[config.mk]
export PLATFORM = sky130hd
export DESIGN_NAME = udp_tx_arbiter
export DESIGN_NICKNAME = d
export VERILOG_FILES = /design/src/rtl/udp_tx_arbiter.sv
export SDC_FILE = /design/constraint.sdc
export NUM_CORES = 1
export LEC_CHECK = 0
export ABC_CLOCK_PERIOD_IN_PS = 4710
export CORE_AREA = 2 2 158 160
export DETAILED_ROUTE_END_ITERATION = 10
export DIE_AREA = 0 0 160 162
export GPL_ROUTABILITY_DRIVEN = 0
export HOLD_SLACK_MARGIN = 0.06
export MAX_ROUTING_LAYER = met4
export SYNTH_ARGS = -nofsm -noshare
export SYNTH_HDL_FRONTEND = slang
export SYNTH_SLANG_ARGS = --single-unit
[constraint.sdc]
create_clock -name clk -period 4.71 [get_ports clk]
set_input_delay 0.942 -clock clk [delete_from_list [all_inputs] [get_ports clk]]
set_output_delay 0.942 -clock clk [all_outputs]
set_load 0.02 [all_outputs]
[src/rtl/udp_tx_arbiter.sv]
`default_nettype none
// ----------------------------------------------------------------------------
// udp_tx_arbiter : round-robin sharing of one UDP TX engine by two channels
// Rev 1.0 - initial release
// ----------------------------------------------------------------------------
module udp_tx_arbiter #(
  parameter logic [15:0] IFG_CYCLES     = 16'd12,
  parameter logic [15:0] TIMEOUT_CYCLES = 16'd4000,
  parameter logic [15:0] MAX_BYTES      = 16'd1472
) (
  input  logic        clk,
  input  logic        rst_n,
  input  logic        i_ch0_req,
  input  logic [15:0] i_ch0_byte_num,
  input  logic [47:0] i_ch0_des_mac,
  input  logic [31:0] i_ch0_des_ip,
  input  logic [31:0] i_ch0_data,
  output logic        o_ch0_grant,
  output logic        o_ch0_rd_en,
  output logic        o_ch0_done,
  output logic        o_ch0_err,
  input  logic        i_ch1_req,
  input  logic [15:0] i_ch1_byte_num,
  input  logic [47:0] i_ch1_des_mac,
  input  logic [31:0] i_ch1_des_ip,
  input  logic [31:0] i_ch1_data,
  output logic        o_ch1_grant,
  output logic        o_ch1_rd_en,
  output logic        o_ch1_done,
  output logic        o_ch1_err,
  output logic        o_tx_start_en,
  output logic [15:0] o_tx_byte_num,
  output logic [47:0] o_des_mac,
  output logic [31:0] o_des_ip,
  output logic [31:0] o_tx_data,
  input  logic        i_tx_req,
  input  logic        i_tx_done,
  output logic        o_busy,
  output logic        o_timeout_err
);

  typedef enum logic [3:0] {
    S_IDLE  = 4'b0001,
    S_START = 4'b0010,
    S_WAIT  = 4'b0100,
    S_GAP   = 4'b1000
  } state_t;

  state_t      r_state, w_state_nxt;
  logic        r_owner, w_owner_nxt;
  logic        r_last, w_last_nxt;
  logic [15:0] r_cnt, w_cnt_nxt;
  logic [1:0]  r_grant, w_grant_nxt;
  logic [1:0]  r_done, w_done_nxt;
  logic [1:0]  r_err, w_err_nxt;
  logic        r_start, w_start_nxt;
  logic        r_tout, w_tout_nxt;
  logic [15:0] r_byte_num, w_byte_num_nxt;
  logic [47:0] r_des_mac, w_des_mac_nxt;
  logic [31:0] r_des_ip, w_des_ip_nxt;

  logic        w_any;
  logic        w_pick;
  logic        w_len_ok;
  logic [15:0] w_len;
  logic [47:0] w_mac;
  logic [31:0] w_ip;

  // On a tie the channel that was not served last wins.
  assign w_any    = i_ch0_req | i_ch1_req;
  assign w_pick   = (i_ch0_req & i_ch1_req) ? ~r_last : i_ch1_req;
  assign w_len    = w_pick ? i_ch1_byte_num : i_ch0_byte_num;
  assign w_mac    = w_pick ? i_ch1_des_mac  : i_ch0_des_mac;
  assign w_ip     = w_pick ? i_ch1_des_ip   : i_ch0_des_ip;
  assign w_len_ok = (w_len != 16'd0) && (w_len <= MAX_BYTES);

  always_comb begin
    w_state_nxt    = r_state;
    w_owner_nxt    = r_owner;
    w_last_nxt     = r_last;
    w_cnt_nxt      = r_cnt;
    w_grant_nxt    = r_grant;
    w_done_nxt     = 2'b00;
    w_err_nxt      = 2'b00;
    w_start_nxt    = r_start;
    w_tout_nxt     = r_tout;
    w_byte_num_nxt = r_byte_num;
    w_des_mac_nxt  = r_des_mac;
    w_des_ip_nxt   = r_des_ip;
    case (r_state)
      S_IDLE: begin
        if (w_any) begin
          w_owner_nxt = w_pick;
          w_last_nxt  = w_pick;
          w_cnt_nxt   = 16'd0;
          if (w_len_ok) begin
            w_byte_num_nxt = w_len;
            w_des_mac_nxt  = w_mac;
            w_des_ip_nxt   = w_ip;
            w_grant_nxt    = w_pick ? 2'b10 : 2'b01;
            w_start_nxt    = 1'b1;
            w_state_nxt    = S_START;
          end else begin
            w_err_nxt   = w_pick ? 2'b10 : 2'b01;
            w_state_nxt = S_GAP;
          end
        end
      end
      S_START: begin
        if (r_cnt == 16'd1) begin
          w_start_nxt = 1'b0;
          w_cnt_nxt   = 16'd0;
          w_state_nxt = S_WAIT;
        end else begin
          w_cnt_nxt = r_cnt + 16'd1;
        end
      end
      S_WAIT: begin
        // tx_done takes priority over a coincident timeout
        if (i_tx_done) begin
          w_done_nxt  = r_owner ? 2'b10 : 2'b01;
          w_tout_nxt  = 1'b0;
          w_grant_nxt = 2'b00;
          w_cnt_nxt   = 16'd0;
          w_state_nxt = S_GAP;
        end else if (r_cnt == TIMEOUT_CYCLES - 16'd1) begin
          w_err_nxt   = r_owner ? 2'b10 : 2'b01;
          w_tout_nxt  = 1'b1;
          w_grant_nxt = 2'b00;
          w_cnt_nxt   = 16'd0;
          w_state_nxt = S_GAP;
        end else begin
          w_cnt_nxt = r_cnt + 16'd1;
        end
      end
      S_GAP: begin
        if (r_cnt == IFG_CYCLES - 16'd1) begin
          w_cnt_nxt   = 16'd0;
          w_state_nxt = S_IDLE;
        end else begin
          w_cnt_nxt = r_cnt + 16'd1;
        end
      end
      default: begin
        w_state_nxt = S_IDLE;
        w_cnt_nxt   = 16'd0;
        w_grant_nxt = 2'b00;
        w_start_nxt = 1'b0;
      end
    endcase
  end

  always_ff @(posedge clk or negedge rst_n) begin
    if (!rst_n) begin
      r_state    <= S_IDLE;
      r_owner    <= 1'b0;
      r_last     <= 1'b1;
      r_cnt      <= 16'd0;
      r_grant    <= 2'b00;
      r_done     <= 2'b00;
      r_err      <= 2'b00;
      r_start    <= 1'b0;
      r_tout     <= 1'b0;
      r_byte_num <= 16'd0;
      r_des_mac  <= 48'd0;
      r_des_ip   <= 32'd0;
    end else begin
      r_state    <= w_state_nxt;
      r_owner    <= w_owner_nxt;
      r_last     <= w_last_nxt;
      r_cnt      <= w_cnt_nxt;
      r_grant    <= w_grant_nxt;
      r_done     <= w_done_nxt;
      r_err      <= w_err_nxt;
      r_start    <= w_start_nxt;
      r_tout     <= w_tout_nxt;
      r_byte_num <= w_byte_num_nxt;
      r_des_mac  <= w_des_mac_nxt;
      r_des_ip   <= w_des_ip_nxt;
    end
  end

  assign o_ch0_grant   = r_grant[0];
  assign o_ch1_grant   = r_grant[1];
  assign o_ch0_done    = r_done[0];
  assign o_ch1_done    = r_done[1];
  assign o_ch0_err     = r_err[0];
  assign o_ch1_err     = r_err[1];
  assign o_ch0_rd_en   = i_tx_req & ~r_owner & (r_state == S_WAIT);
  assign o_ch1_rd_en   = i_tx_req &  r_owner & (r_state == S_WAIT);
  assign o_tx_data     = ((r_state == S_START) || (r_state == S_WAIT)) ?
                         (r_owner ? i_ch1_data : i_ch0_data) : 32'd0;
  assign o_tx_start_en = r_start;
  assign o_tx_byte_num = r_byte_num;
  assign o_des_mac     = r_des_mac;
  assign o_des_ip      = r_des_ip;
  assign o_busy        = (r_state != S_IDLE);
  assign o_timeout_err = r_tout;

endmodule
`default_nettype wire

[After elaboration in Yosys (flattened, before gate mapping)]
Cells that the tools add are included.
W data, S select, Z words.
Cells by class
  $add $sub $neg: 1
  bitwise gates (word level): 10
  muxes and demuxes: 39
  reduce and logical (&&, ||, !) cells: 12
  eq/ne operators: 13
  order comparisons: 1
Operators by type and width (number)
  $mux W16: 6
  $mux W32: 3
  $pmux W16 S4: 1
  $mux W48: 1
  $mux W2: 12
  $mux W4: 6
  $add A16 B1 Y16 const B: 1
  $eq A16 B1 Y1 const B: 1
  $eq A16 B12 Y1 const B: 1
  $eq A16 B4 Y1 const B: 1
  $le A16 B11 Y1 const B: 1
  $pmux W4 S4: 1
  $reduce_bool A16 Y1: 1
  $reduce_and A4 Y1: 3
  $ne A2 B2 Y1 const B: 4
  $mux W1: 6
  $pmux W2 S3: 1
  $and A1 B1 Y1: 5
  $eq A4 B1 Y1 const B: 1
  $eq A4 B2 Y1 const B: 1
  $eq A4 B3 Y1 const B: 1
  $eq A4 B4 Y1 const B: 1
  $ne A4 B1 Y1 const B: 1
  $not A1 Y1: 4
  other kinds (10): 12
Storage, ports and cells
  input bits: 262
  bits in registers: 126
  output and inout port bits: 139
  word-level logic and storage cells: 88

[Logic depth before layout (Yosys ltp)]
Gate-level depths: netlist of the first run.
  depth in word-level cells: 8
  gate-level depth with buffers: 9
  gate-level depth less buffers: 7

[Worst setup path before layout of the first run]
Ideal clock, no wire load.
  path kind: input to register
  start: input port i_ch1_byte_num[0]
  end: register r_des_ip[0], in the netlist o_des_ip[0]
  setup slack: 1984 ps
  arrival: 2585 ps
  library setup time: 141 ps
  data required time: 4569 ps
  stages: 7
  cell sequence: or4_1 -> nor4_1 -> o22ai_1 -> a31oi_4 -> buf_2 -> buf_2 -> a31oi_1
Between the ends
  cells in the longest elaborated chain, start to end: 4
  elaborated cells on any way between the ends: 5
  classes of those cells: order compare (1); mux (1); reduce/logical (3)
Ends and longest elaborated chain
  from (decl): RTL line 23  | input logic [15:0] i_ch1_byte_num,
  $mux W16 *: RTL line 72  | assign w_len = w_pick ? i_ch1_byte_num : i_ch0_byte_num;
  $le A16 B11 Y1 / $reduce_bool A16 Y1 (equally long branches): RTL line 75  | assign w_len_ok = (w_len != 16'd0) && (w_len <= MAX_BYTES);
  $logic_and A1 B1 Y1 *: RTL line 75
  $reduce_and A3 Y1 (no source line) *
  to (signal assigned): RTL line 179  | r_des_ip <= w_des_ip_nxt;
  to (decl): RTL line 60  | logic [31:0] r_des_ip, w_des_ip_nxt;
Every way passes the cells marked *; elsewhere a longest branch is shown, timed or not.
A chain may end at the register's enable or synchronous reset.

[Worst setup path after layout of the first run]
  start: register r_state[3]
  end: output port o_tx_data[13]
Between the ends
  cells in the longest elaborated chain, start to end: 3
  elaborated cells on any way between the ends: 4
  classes of those cells: eq/ne (2); mux (1); reduce/logical (1)
Ends and longest elaborated chain
  from (decl): RTL line 49  | state_t r_state, w_state_nxt;
  from (signal assigned): RTL line 168  | r_state <= w_state_nxt;
  $eq A4 B2 Y1 / $eq A4 B3 Y1 (equally long branches): RTL line 191  | assign o_tx_data = ((r_state == S_START) || (r_state == S_WAIT)) ?
  $logic_or A1 B1 Y1 *: RTL line 191
  $mux W32 *: RTL line 191
  to (decl): RTL line 35  | output logic [31:0] o_tx_data,
Marked as above.

==> results of run 1 <==
==> synthesized netlist by cell type (all sizes together), types with 2 or more instances <==
cell / instances
dfrtp: 124
nor4: 8
dfstp: 2
a21boi: 2
inv: 4
xor2: 9
o21ai: 6
nand4: 5
clkbuf: 26
o22ai: 2
buf: 34
nor2: 53
nor3: 9
xnor2: 3
a21oi: 96
a32o: 2
ha: 2
mux2i: 124
nand3: 8
or4: 4
nor3b: 2
and3: 5
o21a: 2
a211o: 2
a41oi: 2
and2: 7
a21o: 2
nand2: 18
a31oi: 94
nor4b: 4
==> state kept, by name, indices dropped and copies added (netlist names) <==
| name | cells |
|---|---|
| o_timeout_err | 1 |
| r_state | 4 |
| o_tx_byte_num | 16 |
| o_des_mac | 48 |
| r_cnt | 16 |
| r_grant | 2 |
| r_err | 2 |
| o_des_ip | 32 |
| o_tx_start_en | 1 |
| r_done | 2 |
| r_last | 1 |
| r_owner | 1 |
==> worst paths after layout <==
check | start | end
setup / recovery | r_state[3] | o_tx_data[13]
hold / removal | o_tx_byte_num[12] | o_tx_byte_num[12]
setup reg to reg | r_last | o_tx_byte_num[12]
hold reg to reg | o_tx_byte_num[12] | o_tx_byte_num[12]
max in group asynchronous | rst_n | o_des_mac[31]
min in group asynchronous | rst_n | o_des_ip[22]
==> critical path: stages, from the launching register on <==
cell and delay [ns]:
dfrtp_1 0.42, nor4b_1 0.78, nor2_2 0.38, buf_4 0.30, nor2_1 0.15, clkdlybuf4s50_1 0.62
==> metal layers <==
metal	wire, um	part of all wire [%]
met5	0	0
met4	357	1.4
met3	2000	7.8
met2	12900	51
met1	10200	40
==> power by group through the flow <==
stage	Sequential (mW)	Clock, mW	Combinational, mW
finish	1.65	1.49	2.26
global route	1.69	1.58	2.44
CTS	1.65	1.53	2.29
detailed placement	1.66	0	2.29
global placement	1.66	0	2.28
floorplan	1.91	0	0.918
==> per-stage QoR <==
stage	util [%]	hold slack [ns]
3_3_place_gp	45.6	0.473
5_1_grt	48.4	0.516
2_1_floorplan	-	0.505
3_5_place_dp	45.6	0.474
6_report	48.4	0.486
4_1_cts	48.4	0.489
==> cells by family (layout without fill, tap and decap cells) <==
logic type | Yosys count | in the layout | synth area share, %
xor+xnor | 12 | 12 | 1.56
fa+ha+maj | 2 | 2 | 0.372
flops | 126 | 126 | 46.9
other cells | 0 | 1 | 0
mux | 124 | 124 | 18.5
buf+inv | 64 | 449 | 4.28
compound gates | 216 | 216 | 19.0
simple gates | 126 | 126 | 9.41
==> cell type report <==
class | instances | area [um^2]
fillers | 2369 | 12400
repair buffers | 413 | 4130
multi-input cells | 480 | 3300
flip-flops and latches | 126 | 3160
clock buffers | 20 | 467
well taps | 324 | 405
clock inverters | 12 | 206
inverters | 4 | 15.0
diodes | 1 | 2.50
==> out/results.ini, run 1 <==
[power_and_ir_drop]
swShare_pct=36.0
p_sw_mw=1.94
combPwrFrac_pct=41.9
internal_power_mw=3.46
p_clk_share_pct=27.6
powerDensity_nw_per_um2=463
share_seq_of_total_power_pct=30.5
power_mw=5.40
peakVddDrop_mv=0.346
leakagePower_nw=5.00

[cells_and_area]
layout_common_cells=clkdlybuf4s50_1, mux2i_1, dfrtp_1, a21oi_1, a31oi_1
final_area_um2=11700
final_cells=1380
nets=1306
layout-drive-gt1-share_pct=5.50
syn_to_final_growth_pct=73.7
mostFrequentLayoutCell=clkdlybuf4s50_1

[grt]
antenna_found_initial=1
grtUsageMet1_pct=22.0
grt-busiest-layer=met2
grt_max_degree=129
use_met2_pct=34.7
groute.usage.overall_pct=19.8
grt_pass1_wl_um=38500
grt.overflow.total=0
grt_pass1_vias=6638
use_met3_pct=6.31

[synth]
syn-num-nets=934
ys_warn_count=0
yosys.area.top_type=dfrtp_1
synth-main-ff-cell=dfrtp_1
netlist.area_leader.share_pct=46.1
ys_types=48
synth_edf_count=0
async_flop_share_pct=100
syn_area_um2=6730
avgSynthCellArea_um2=10.0
synth_area_leaders=dfrtp_1, mux2i_1, a31oi_1
seq_area_frac_synth_pct=46.9
synth_seq_cells=126
syn_inst=670

[clocking]
root_buffer=clkbuf_16
cts_tree=yes
clk_path_buf_depth=2
post-cts-setup-buffer-count=0
holdBufCountCts=0
postCtsResizedCells=0
clk_latency_ns=0.41
cts_buffers=17
clk_pin_slew_worst_paths_ns=0.06
htree_levels=4
cts.sinks=126

[place]
hpwl_um=19300
placed_cells_incl_taps=1347
dp_slack_ns=0.851
placed_area_um2=11000
port_buffers=400

[setup_path]
criticalPathCategory=reg -> out
end_kind=output pin
rrSetupSlack_ns=1.85
worstPathRequired_ns=3.77
rr_worst_depth=7
cp_max_fo=21
cp.arrival_ns=3.07
cp-start-kind=flip-flop

[sta]
post-route-min-period_ns=4.02
tns_ns=0
fmax_mhz=249
fin_skew_ns=0.0102
finalSetupViolCount=0
report.final.slew_viol_count=0
rsz0062_at_grt=false
max_slew_margin_pct=31.4
period_share_pct=85.3
hold_viol=0
worst_slew_pin_slew_ns=1.03
setup_ws_ns=0.695

[floorplanning]
start_util_pct=27.9
rows=57
die-area_um2=25900
design.core.area_um2=24100
dieHeight_um=162
num_io_pins=401
dieWidth_um=160

[drt]
first_pass_iters=5
via_count=6675
drc_errors=0
wire_per_inst_um=18.5
drtIter0Drc=321
detail-route-antenna-nets=0
viasPerCell=4.84
wirelength_um=25500

[worst_hold_path]
worstHoldPathType=reg -> reg
holdPathStages=1

[flow_run]
max_cap_violations=0

[run_status]
outcome=finished clean

Power figures use the tool's default switching activity.
==> inputs of run 2 (changes only) <==
--- a/config.mk
+++ b/config.mk
@@ -6,6 +6,7 @@
 export NUM_CORES = 1
 export LEC_CHECK = 0
 export ABC_CLOCK_PERIOD_IN_PS = 4710
+export CAP_MARGIN = 20
 export CORE_AREA = 2 2 158 160
 export DETAILED_ROUTE_END_ITERATION = 10
 export DIE_AREA = 0 0 160 162
==> results of run 2 <==
The final DEF is identical to that of run 1; final timing and power are the same.
==> inputs of run 3 (changes only) <==
==> constraint.sdc (replaced) <==
create_clock -name clk -period 4.71 [get_ports clk]
set_input_delay 0.942 -clock clk [delete_from_list [all_inputs] [get_ports clk]]
set_output_delay 0.942 -clock clk [all_outputs]
set_load 0.005 [all_outputs]
==> results of run 3 <==
Same layout as run 1 (identical final DEF). Status: finished clean.
Among the figures that moved: setup slack after layout 0.695 ns -> 0.798 ns; total power 5.40 mW -> 5.07 mW; worst IR drop on VDD 0.346 mV -> 0.344 mV
